--- config.mk ---
export PLATFORM = sky130hd
export DESIGN_NAME = mul_accumulator_flat
export DESIGN_NICKNAME = d
export VERILOG_FILES = /design/src/rtl/mul_accumulator_if.sv /design/src/rtl/mul_accumulator.sv /design/src/flat_wrapper.sv
export SDC_FILE = /design/constraint.sdc
export NUM_CORES = 1
export LEC_CHECK = 0
export ABC_AREA = 1
export BUFFER_PORTS_ARGS = -buffer_cell sky130_fd_sc_hd__buf_2
export CORE_UTILIZATION = 30
export CTS_BUF_LIST = sky130_fd_sc_hd__clkbuf_16
export CTS_CLUSTER_SIZE = 24
export DETAILED_ROUTE_END_ITERATION = 12
export SYNTH_ARGS = -nofsm -noshare
export SYNTH_HDL_FRONTEND = slang
export SYNTH_SLANG_ARGS = --single-unit
--- constraint.sdc ---
create_clock -name clk -period 5.01 [get_ports clk]
set_input_delay 1.002 -clock clk [delete_from_list [all_inputs] [get_ports clk]]
set_output_delay 1.002 -clock clk [all_outputs]
set_load 0.005 [all_outputs]
--- src/rtl/mul_accumulator_if.sv ---
// -----------------------------------------------------------------------------
// mul_accumulator_if
// Purpose : groups the two streaming handshakes around the accumulator:
//           the product stream coming from the multiplier and the result
//           stream going to the pooling/writeback logic.
// Handshake: a transfer happens on a rising clock edge where valid and ready
//           are both high. The sender holds data and valid stable until that
//           edge. Ready may be high without valid; it never depends on valid.
// Signals :
//   mul        product from multiplier (signed 16)   master -> slave
//   mul_valid  mul holds a product                   master -> slave
//   mul_ready  accumulator can take a product        slave  -> master
//   out_data   head-of-buffer result (signed OUT_W)  slave  -> master
//   out_valid  result buffer non-empty               slave  -> master
//   out_ready  consumer takes out_data               master -> slave
// Modports: slave = accumulator side, master = surrounding datapath/bench.
// -----------------------------------------------------------------------------
interface mul_accumulator_if #(
   parameter int OUT_W = 16
) ();
   logic [15:0]      mul;
   logic             mul_valid;
   logic             mul_ready;
   logic [OUT_W-1:0] out_data;
   logic             out_valid;
   logic             out_ready;

   modport slave (
      input  mul, mul_valid, out_ready,
      output mul_ready, out_data, out_valid
   );

   modport master (
      output mul, mul_valid, out_ready,
      input  mul_ready, out_data, out_valid
   );
endinterface

--- src/rtl/mul_accumulator.sv ---
// -----------------------------------------------------------------------------
// mul_accumulator
// Purpose : sums KLEN signed products per kernel window, then arithmetic
//           right-shifts, optionally ReLU-clamps and saturates the sum to
//           OUT_W bits, and queues the result in a 2-entry output FIFO.
// Ports   :
//   clk, rst_n    clock, asynchronous active-low reset
//   i_clr         synchronous window abort (counter, accumulator, sat flag)
//   i_shift       arithmetic right shift, used on the last-product cycle only
//   i_relu_en     clamp negative results to 0, last-product cycle only
//   bus           product in / result out handshakes (slave modport)
//   o_sat_flag    sticky: some result was clipped since reset/clr
//   o_win_cnt     products accepted in the current window
//   o_state       window FSM state (0 = IDLE, 1 = ACCUM)
// -----------------------------------------------------------------------------
module mul_accumulator #(
   parameter int KLEN  = 9,
   parameter int ACC_W = 24,
   parameter int OUT_W = 16
) (
   input  logic                   clk,
   input  logic                   rst_n,
   input  logic                   i_clr,
   input  logic [3:0]             i_shift,
   input  logic                   i_relu_en,
   mul_accumulator_if.slave       bus,
   output logic                   o_sat_flag,
   output logic [7:0]             o_win_cnt,
   output logic                   o_state
);

   typedef enum logic {S_IDLE = 1'b0, S_ACCUM = 1'b1} state_t;

   localparam logic signed [ACC_W-1:0] SAT_MAX =
      {{(ACC_W-OUT_W+1){1'b0}}, {(OUT_W-1){1'b1}}};
   localparam logic signed [ACC_W-1:0] SAT_MIN =
      {{(ACC_W-OUT_W+1){1'b1}}, {(OUT_W-1){1'b0}}};

   state_t                   r_state;
   state_t                   w_state_nxt;
   logic                     w_first;

   logic signed [ACC_W-1:0]  r_acc;
   logic [7:0]               r_win_cnt;
   logic                     r_sat_flag;

   logic [OUT_W-1:0]         r_mem [2];
   logic                     r_wr_ptr;
   logic                     r_rd_ptr;
   logic [1:0]               r_count;

   logic                     w_accept;
   logic                     w_last;
   logic                     w_push;
   logic                     w_pop;
   logic signed [ACC_W-1:0]  w_mul_ext;
   logic signed [ACC_W-1:0]  w_sum;
   logic signed [ACC_W-1:0]  w_shifted;
   logic signed [ACC_W-1:0]  w_relu;
   logic                     w_sat_hi;
   logic                     w_sat_lo;
   logic [OUT_W-1:0]         w_result;

   // Ready is a decode of the registered count only, so out_ready never
   // reaches mul_ready combinationally.
   assign bus.mul_ready = (r_count != 2'd2);
   assign bus.out_valid = (r_count != 2'd0);
   assign bus.out_data  = r_mem[r_rd_ptr];

   assign w_accept = bus.mul_valid & bus.mul_ready;
   assign w_last   = w_accept & (r_win_cnt == 8'(KLEN-1));
   // clr wins over a push, so the window being finished is simply lost.
   assign w_push   = w_last & ~i_clr;
   assign w_pop    = bus.out_valid & bus.out_ready;

   // ---------------- window FSM: state register ----------------
   always_ff @(posedge clk or negedge rst_n) begin
      if (!rst_n) r_state <= S_IDLE;
      else        r_state <= w_state_nxt;
   end

   // ---------------- window FSM: next state ----------------
   // KLEN >= 2, so the first accept of a window is never also its last.
   always_comb begin
      w_state_nxt = r_state;
      case (r_state)
         S_IDLE:  if (w_accept && !i_clr)  w_state_nxt = S_ACCUM;
         S_ACCUM: if (i_clr || w_last)     w_state_nxt = S_IDLE;
         default:                           w_state_nxt = S_IDLE;
      endcase
   end

   // ---------------- window FSM: outputs ----------------
   // In IDLE the accumulator holds zero, so the adder's stored operand is
   // dropped and the first product is loaded directly.
   always_comb begin
      w_first = 1'b0;
      o_state = 1'b0;
      case (r_state)
         S_IDLE:  begin w_first = 1'b1; o_state = 1'b0; end
         S_ACCUM: begin w_first = 1'b0; o_state = 1'b1; end
         default: begin w_first = 1'b1; o_state = 1'b0; end
      endcase
   end

   // ---------------- datapath ----------------
   assign w_mul_ext = {{(ACC_W-16){bus.mul[15]}}, bus.mul};
   assign w_sum     = (w_first ? '0 : r_acc) + w_mul_ext;
   assign w_shifted = w_sum >>> i_shift;
   assign w_relu    = (i_relu_en && w_shifted[ACC_W-1]) ? '0 : w_shifted;
   assign w_sat_hi  = (w_relu > SAT_MAX);
   assign w_sat_lo  = (w_relu < SAT_MIN);
   assign w_result  = w_sat_hi ? {1'b0, {(OUT_W-1){1'b1}}} :
                      w_sat_lo ? {1'b1, {(OUT_W-1){1'b0}}} :
                                 w_relu[OUT_W-1:0];

   always_ff @(posedge clk or negedge rst_n) begin
      if (!rst_n) begin
         r_acc      <= '0;
         r_win_cnt  <= '0;
         r_sat_flag <= 1'b0;
      end else if (i_clr) begin
         r_acc      <= '0;
         r_win_cnt  <= '0;
         r_sat_flag <= 1'b0;
      end else if (w_last) begin
         r_acc      <= '0;
         r_win_cnt  <= '0;
         r_sat_flag <= r_sat_flag | w_sat_hi | w_sat_lo;
      end else if (w_accept) begin
         r_acc      <= w_sum;
         r_win_cnt  <= r_win_cnt + 8'd1;
      end
   end

   assign o_win_cnt  = r_win_cnt;
   assign o_sat_flag = r_sat_flag;

   // ---------------- 2-entry output FIFO ----------------
   // A push never meets a full buffer: a push needs an accept, and an accept
   // needs count != 2.
   always_ff @(posedge clk or negedge rst_n) begin
      if (!rst_n) begin
         r_mem[0] <= '0;
         r_mem[1] <= '0;
         r_wr_ptr <= 1'b0;
         r_rd_ptr <= 1'b0;
         r_count  <= 2'd0;
      end else begin
         if (w_push) begin
            r_mem[r_wr_ptr] <= w_result;
            r_wr_ptr        <= ~r_wr_ptr;
         end
         if (w_pop) r_rd_ptr <= ~r_rd_ptr;
         case ({w_push, w_pop})
            2'b10:   r_count <= r_count + 2'd1;
            2'b01:   r_count <= r_count - 2'd1;
            default: r_count <= r_count;
         endcase
      end
   end

endmodule
--- src/flat_wrapper.sv ---
// flat-port wrapper written by rule: the top's interface ports become plain ports
module mul_accumulator_flat 
#(
   parameter int KLEN  = 9,
   parameter int ACC_W = 24,
   parameter int OUT_W = 16
)
  (clk, rst_n, i_clr, i_shift, i_relu_en, o_sat_flag, o_win_cnt, o_state, bus_mul, bus_mul_valid, bus_out_ready, bus_mul_ready, bus_out_data, bus_out_valid);
  mul_accumulator_if #(.OUT_W(OUT_W)) bus_i ();
  input  logic clk;
  input  logic rst_n;
  input  logic i_clr;
  input  logic [3:0] i_shift;
  input  logic i_relu_en;
  output logic o_sat_flag;
  output logic [7:0] o_win_cnt;
  output logic o_state;
  input wire logic [$bits(bus_i.mul)-1:0] bus_mul;
  input wire logic [$bits(bus_i.mul_valid)-1:0] bus_mul_valid;
  input wire logic [$bits(bus_i.out_ready)-1:0] bus_out_ready;
  output wire logic [$bits(bus_i.mul_ready)-1:0] bus_mul_ready;
  output wire logic [$bits(bus_i.out_data)-1:0] bus_out_data;
  output wire logic [$bits(bus_i.out_valid)-1:0] bus_out_valid;
  assign bus_i.mul = bus_mul;
  assign bus_i.mul_valid = bus_mul_valid;
  assign bus_i.out_ready = bus_out_ready;
  assign bus_mul_ready = bus_i.mul_ready;
  assign bus_out_data = bus_i.out_data;
  assign bus_out_valid = bus_i.out_valid;
  mul_accumulator #(.KLEN(KLEN), .ACC_W(ACC_W), .OUT_W(OUT_W)) u_core (.clk(clk), .rst_n(rst_n), .i_clr(i_clr), .i_shift(i_shift), .i_relu_en(i_relu_en), .bus(bus_i), .o_sat_flag(o_sat_flag), .o_win_cnt(o_win_cnt), .o_state(o_state));
endmodule
After elaboration in Yosys (flattened, before gate mapping)
Cells that the tools add are included.
{"block": "op_classes", "mux": 24, "order_cmp": 5, "n_reduce_logical": 9, "n_shift": 1, "bitwise": 12, "n_addsub": 4, "n_eq_ne": 4}
{"operator": "2-to-1 mux 24 bit", "n": 5}
{"operator": "2-to-1 mux 16 bit", "n": 6}
{"operator": "bitwise mux 32 bit", "n": 1}
{"operator": "adder 24 bit", "n": 1}
{"operator": "greater-than comparator 24 x 16 -> 1 bit (second input constant)", "n": 1}
{"operator": "less-than comparator 24 x 16 -> 1 bit (second input constant)", "n": 1}
{"operator": "2-to-1 mux 8 bit", "n": 3}
{"operator": ">>> shifter 24 x 4 -> 24 bit", "n": 1}
{"operator": "demux 16 bit (select 1 bit)", "n": 1}
{"operator": "adder 8 x 1 -> 8 bit (second input constant)", "n": 1}
{"operator": "equality test 8 x 4 -> 1 bit (second input constant)", "n": 1}
{"operator": "case mux 1 bit (2 select lines)", "n": 3}
{"operator": "nonzero test 2 bit", "n": 3}
{"operator": "bitwise AND 1 bit", "n": 4}
{"operator": ">= comparator 2 bit (second input constant)", "n": 2}
{"operator": "2-to-1 mux 1 bit", "n": 4}
{"operator": "inverter 1 bit", "n": 4}
{"operator": "inverter 1 -> 2 bit", "n": 2}
{"operator": "case mux 2 bit (2 select lines)", "n": 1}
{"operator": "logical AND 1 bit", "n": 3}
{"operator": "nonzero test 3 bit", "n": 1}
{"operator": "adder 2 x 1 -> 2 bit (second input constant)", "n": 1}
{"operator": "equality test 2 x 1 -> 1 bit (second input constant)", "n": 1}
{"operator": "equality test 2 bit (second input constant)", "n": 1}
{"operator": "6 further kinds", "n": 7}
{"block": "word_totals", "elab_cells": 68, "output_inout_bits": 28, "inputBits": 26, "register_bits": 70}

Longest topological paths before layout
{"block": "logic_depth", "depth_word": 12, "depth_mapped": 30, "depth_no_buf": 27}

Least setup slack after synthesis
Ideal clock, no wire load.
{"block": "synth_path", "path_kind": "input-to-reg", "start": "input bus_mul[0]", "end": "register u_core.r_mem[21] (netlist bit)", "setup_time_ns": 0.117, "setup_slack_ns": 1.635, "cell_stages": 25, "required_ns": 4.893, "arrival_ns": 3.257, "cell_sequence": "ha_1 -> fa_1 -> nand2_2 -> nand2_1 -> nand3b_1 -> nand2_2 -> nand2_1 -> nand2_1 -> nand2_1 -> nand3_1 -> nand3_1 -> nand3_1 -> nand2_1 -> nand2_1 -> nand2_1 -> nand2_1 -> nor2_1 -> nand3_1 -> nand2_1 -> nand2_2 -> nand2_4 -> buf_12 -> nand2_2 -> nand2_1 -> nand2_1"}
{"block": "synth_via", "elab_chain_len": 8, "elab_cells_between_ends": 9, "classes_between": "1 x add/sub; 2 x order compare; 1 x shift; 4 x mux; 1 x reduce/logical"}
{"element": "start, declared", "line": "flat_wrapper.sv:18", "text": "input wire logic [$bits(bus_i.mul)-1:0] bus_mul;"}
{"element": "adder 24 bit *", "line": "mul_accumulator.sv:108", "text": "assign w_sum = (w_first ? '0 : r_acc) + w_mul_ext;"}
{"element": ">>> shifter 24 x 4 -> 24 bit *", "line": "mul_accumulator.sv:109", "text": "assign w_shifted = w_sum >>> i_shift;"}
{"element": "logical AND 1 bit", "line": "mul_accumulator.sv:110", "text": "assign w_relu = (i_relu_en && w_shifted[ACC_W-1]) ? '0 : w_shifted;"}
{"element": "2-to-1 mux 24 bit *", "line": "mul_accumulator.sv:110"}
{"element": "less-than comparator 24 x 16 -> 1 bit", "line": "mul_accumulator.sv:112", "text": "assign w_sat_lo = (w_relu < SAT_MIN);"}
{"element": "2-to-1 mux 16 bit", "line": "mul_accumulator.sv:114", "text": "w_sat_lo ? {1'b1, {(OUT_W-1){1'b0}}} :"}
{"element": "2-to-1 mux 16 bit *", "line": "mul_accumulator.sv:113", "text": "assign w_result = w_sat_hi ? {1'b0, {(OUT_W-1){1'b1}}} :"}
{"element": "bitwise mux 32 bit *", "line": "mul_accumulator.sv:151", "text": "r_mem[r_wr_ptr] <= w_result;"}
{"element": "end signal, assigned by index", "line": "mul_accumulator.sv:151"}
{"element": "end, declared", "line": "mul_accumulator.sv:47", "text": "logic [OUT_W-1:0] r_mem [2];"}
Every way passes the cells marked *; elsewhere a longest branch is shown, timed or not.
A chain may end at the register's enable or synchronous reset.

Worst setup path in the final report
{"block": "layout_path", "start": "register u_core.r_state", "end": "register u_core.r_mem[3] (netlist bit)"}
{"block": "layout_via", "elab_chain_len": 11, "elab_cells_between_ends": 12, "classes_between": "1 x add/sub; 2 x order compare; 1 x shift; 6 x mux; 1 x bitwise; 1 x reduce/logical"}
{"element": "start, declared", "line": "mul_accumulator.sv:39", "text": "state_t r_state;"}
{"element": "start signal, assigned", "line": "mul_accumulator.sv:79", "text": "else r_state <= w_state_nxt;"}
{"element": "inverter 1 bit", "line": "mul_accumulator.sv:99", "text": "case (r_state)"}
{"element": "case mux 1 bit (2 select lines) *", "line": "mul_accumulator.sv:99"}
{"element": "2-to-1 mux 24 bit *", "line": "mul_accumulator.sv:108"}
{"element": "adder 24 bit *", "line": "mul_accumulator.sv:108"}
{"element": ">>> shifter 24 x 4 -> 24 bit *", "line": "mul_accumulator.sv:109"}
{"element": "logical AND 1 bit", "line": "mul_accumulator.sv:110"}
{"element": "2-to-1 mux 24 bit *", "line": "mul_accumulator.sv:110"}
{"element": "less-than comparator 24 x 16 -> 1 bit", "line": "mul_accumulator.sv:112"}
{"element": "2-to-1 mux 16 bit", "line": "mul_accumulator.sv:114"}
{"element": "2-to-1 mux 16 bit *", "line": "mul_accumulator.sv:113"}
{"element": "bitwise mux 32 bit *", "line": "mul_accumulator.sv:151"}
Marked as above.

==> impl_metrics.py <==
metrics = {
    "synth": {
        "synth_fa_ha_area_frac": 0.0552,
        "synth_cells": 1008,
        "synthMuxAreaShare": 0.00320,
        "synth_cell_types": 45,
        "synth_nets": 1061,
        "synth_ff_type": "dfrtp_1",
        "synth_compound_area_frac": 0.0942,
        "postSynthAreaPerCell_sq_um": 6.21,
        "synth-xor-area-share": 0.0252,
        "synthArstFlopShare": 1.00,
        "synth_edf_count": 0,
        "ys_seq_area_frac": 0.280,
        "synth_area_sq_um": 6260,
        "synth-simple-area-share": 0.438,
        "ys_ff_latch": 70,
        "synth_top_family_by_area": "simple AND/OR/NAND/NOR gates",
        "ys_warn_count": 0,
    },
    "clock_tree": {
        "tritoncts": "done",
        "insertion_delay_ps": 350,
        "ctsHoldBuffers": 0,
        "postCtsResizedCells": 0,
        "cts_setup_buffers": 0,
        "cts_buffer_depth": 2,
        "h-tree-depth": 3,
        "ctsRootBufferMaster": "clkbuf_16",
        "path_clk_slew_ps": 60,
        "cts_buffers": 9,
        "cts_sinks": 70,
    },
    "critical_path": {
        "slowest_delay_ps": 970,
        "critPathLaunchType": "register",
        "path_buf_inv": 2,
        "critical_path_class": "reg -> reg",
        "slowest_stage": "dfrtp_1",
        "required_ps": 5250,
        "cp_num_cells": 22,
        "path_common_cell": "nand2_1",
        "rr_worst_depth": 22,
        "path_cells": "buf_4 -> nand2_1 -> inv_1 -> ha_1 -> a21oi_1 -> nand2_1 -> a21oi_1 -> nand4_2 -> nand3_1 -> nand3_1 -> nand2_1 -> nand2_1 -> nand2_1 -> nand2_1 -> nor2_1 -> nand3_1 -> nand2_1 -> nand2_2 -> nand2_4 -> nand2_1 -> nand2_1 -> nand2_1",
        "cp_top_family": "simple AND/OR/NAND/NOR gates",
        "arrival_ps": 4150,
        "endpoint_kind": "register",
        "crit_fanout": 22,
    },
    "detailed_routing": {
        "dr_wl_met3_um": 767,
        "vias": 6281,
        "dr.max_layer_used": "met4",
        "finalWirelength_um": 17500,
        "drtPass1Iterations": 5,
        "vias_per_cell": 4.75,
        "post-route-drc-count": 0,
        "antenna_left": 0,
        "wl_per_cell_um": 13.3,
        "wl_met2_um": 8110,
        "drt_iter0_drc": 346,
        "drt-met1-wl_um": 8350,
    },
    "cells_and_area": {
        "layout-drive-gt1-share": 0.133,
        "final_cell_mix": "nand2_1 (424), inv_1 (126), nand3_1 (82)",
        "num-fill-cells": 2199,
        "syn_to_final_growth_pct": 12.6,
        "fin_nets": 1099,
        "antenna_cells": 0,
        "fin_area_sq_um": 7050,
        "mostFrequentLayoutCell": "nand2_1",
    },
    "power_and_ir_drop": {
        "power-per-cell-area_nw_per_um2": 304,
        "p_switching_w": 0.000870,
        "pwr-share-clk": 0.307,
        "p_comb_frac": 0.361,
        "cellInternalPower_w": 0.00127,
        "p_leak_nw": 4.11,
        "swShare": 0.406,
        "peakVddDrop_v": 0.000126,
        "seq_power_share": 0.332,
    },
    "grt": {
        "overflow": 0,
        "antenna_found_initial": 0,
        "grt_max_degree": 41,
        "grtUsageTotal": 0.172,
        "first_global_vias": 5977,
        "grt_pass1_wl_um": 29400,
    },
    "sta": {
        "fin_worst_skew_ps": 7.02,
        "whs_ps": 475,
        "rsz0062_at_grt": "no",
        "finalCritPeriodShare": 0.780,
        "clock.fmax_ghz": 0.256,
        "setup_tns_ps": 0,
        "worstMarginPinSlew_ps": 964,
        "finalCriticalPeriod_ps": 3910,
        "finalHoldViolCount": 0,
        "finalSetupViolations": 0,
        "slew_viol_final": 0,
        "max_slew_margin": 0.357,
    },
    "floorplan": {
        "start_util": 0.307,
        "pin_count": 54,
        "die_area_sq_um": 21400,
        "row_count": 52,
        "die_y_um": 146,
        "die_w_um": 146,
        "coreArea_sq_um": 20400,
    },
    "run_status": {
        "outcome": "finished, final reports clean",
    },
    "placement": {
        "gp_congestion": 0.893,
        "placed_area_sq_um": 6760,
        "port-buffer-count": 53,
        "dp_hpwl_um": 13300,
    },
    "min_path": {
        "whs_path_depth": 2,
        "hp-class": "reg -> reg",
    },
    "job": {
        "drv_cap": 0,
    },
}
## final timing paths
kind | from | to | slack, ps
setup / recovery | u_core.r_state | u_core.r_mem[3] | 1100
hold / removal | u_core.r_mem[28] | u_core.r_mem[28] | 480
setup reg to reg | u_core.r_state | u_core.r_mem[3] | 1100
hold reg to reg | u_core.r_mem[28] | u_core.r_mem[28] | 480
max in group asynchronous | rst_n | u_core.r_mem[10] | 3260
min in group asynchronous | rst_n | u_core.r_acc[5] | 730
## flip-flops by register name (all words and copies together), names as in the netlist
register	cells
u_core.o_sat_flag	1
u_core.o_win_cnt	8
u_core.r_acc	24
u_core.r_count	2
u_core.r_mem	32
u_core.r_rd_ptr	1
u_core.r_state	1
u_core.r_wr_ptr	1
## power by group through the flow
stage	combinational (W)	clock (W)	sequential, W
2_1_floorplan	0.000604	0	0.000670
3_3_place_gp	0.000770	0	0.000720
3_5_place_dp	0.000776	0	0.000722
4_1_cts	0.000780	0.000678	0.000712
5_1_grt	0.000881	0.000691	0.000723
6_report	0.000773	0.000657	0.000711
## worst reg2reg max path, delay by kind of cell (launching register included)
family | cells | cell delay (ps)
adders and majority gates | 1 | 300
AOI/OAI and AO/OA | 2 | 500
buffers and inverters | 2 | 340
DFF | 1 | 970
and+or+nand+nor | 17 | 1690
## stage by stage
step                      setup slack [ps]  std cells  utilization  total power (W)
after CTS                             1100       1321        0.346          0.00217
after global placement                1090       1305        0.332          0.00149
after global routing                   681       1321        0.346          0.00230
after detailed placement              1100       1305        0.332          0.00150
after floorplan                       1640       1008            -          0.00127
final                                 1100       1321        0.346          0.00214
## cells by family (layout without fill, tap and decap cells)
kind of cell | count (synthesis) | in the layout
AOI/OAI and AO/OA | 99 | 99
xor gates and xnor gates | 18 | 18
adders and majority gates | 27 | 27
buffers and inverters | 166 | 209
DFF | 70 | 70
muxes | 2 | 2
and+or+nand+nor | 626 | 626
## routing by layer
metal	GRT usage	vias up
met3	0.0328	22
met1	0.223	2885
met5	0	-
li1	-	3243
met2	0.286	131
met4	0.0583	0
## synth_stat cells (5+ instances only)
cell | count | area, sq um
nand2_1 | 424 | 1590
inv_1 | 124 | 465
o21ai_0 | 47 | 235
a21oi_1 | 21 | 105
nand4_1 | 9 | 56.3
buf_1 | 5 | 18.8
nor2_2 | 5 | 31.3
nand3_2 | 8 | 80.1
nor2_1 | 47 | 176
nand3_1 | 82 | 410
clkbuf_1 | 21 | 78.8
inv_2 | 8 | 30.0
nand2_2 | 25 | 156
xor2_1 | 13 | 114
a32o_1 | 5 | 50.1
dfrtp_1 | 70 | 1750
ha_1 | 26 | 325
xnor2_1 | 5 | 43.8
a31oi_1 | 5 | 31.3
o211ai_1 | 12 | 90.1
## layout make-up
| cell class | instances | area [sq um] | share of cell area |
|---|---|---|---|
| multi-input cells | 772 | 3850 | 0.547 |
| flip-flops and latches | 70 | 1750 | 0.249 |
| inverters | 134 | 503 | 0.0714 |
| well taps | 270 | 338 | 0.0479 |
| repair buffers | 59 | 310 | 0.0440 |
| clock buffers | 9 | 225 | 0.0320 |
| clock inverters | 7 | 66.3 | 0.00941 |
(Power assumes the default switching activity.)
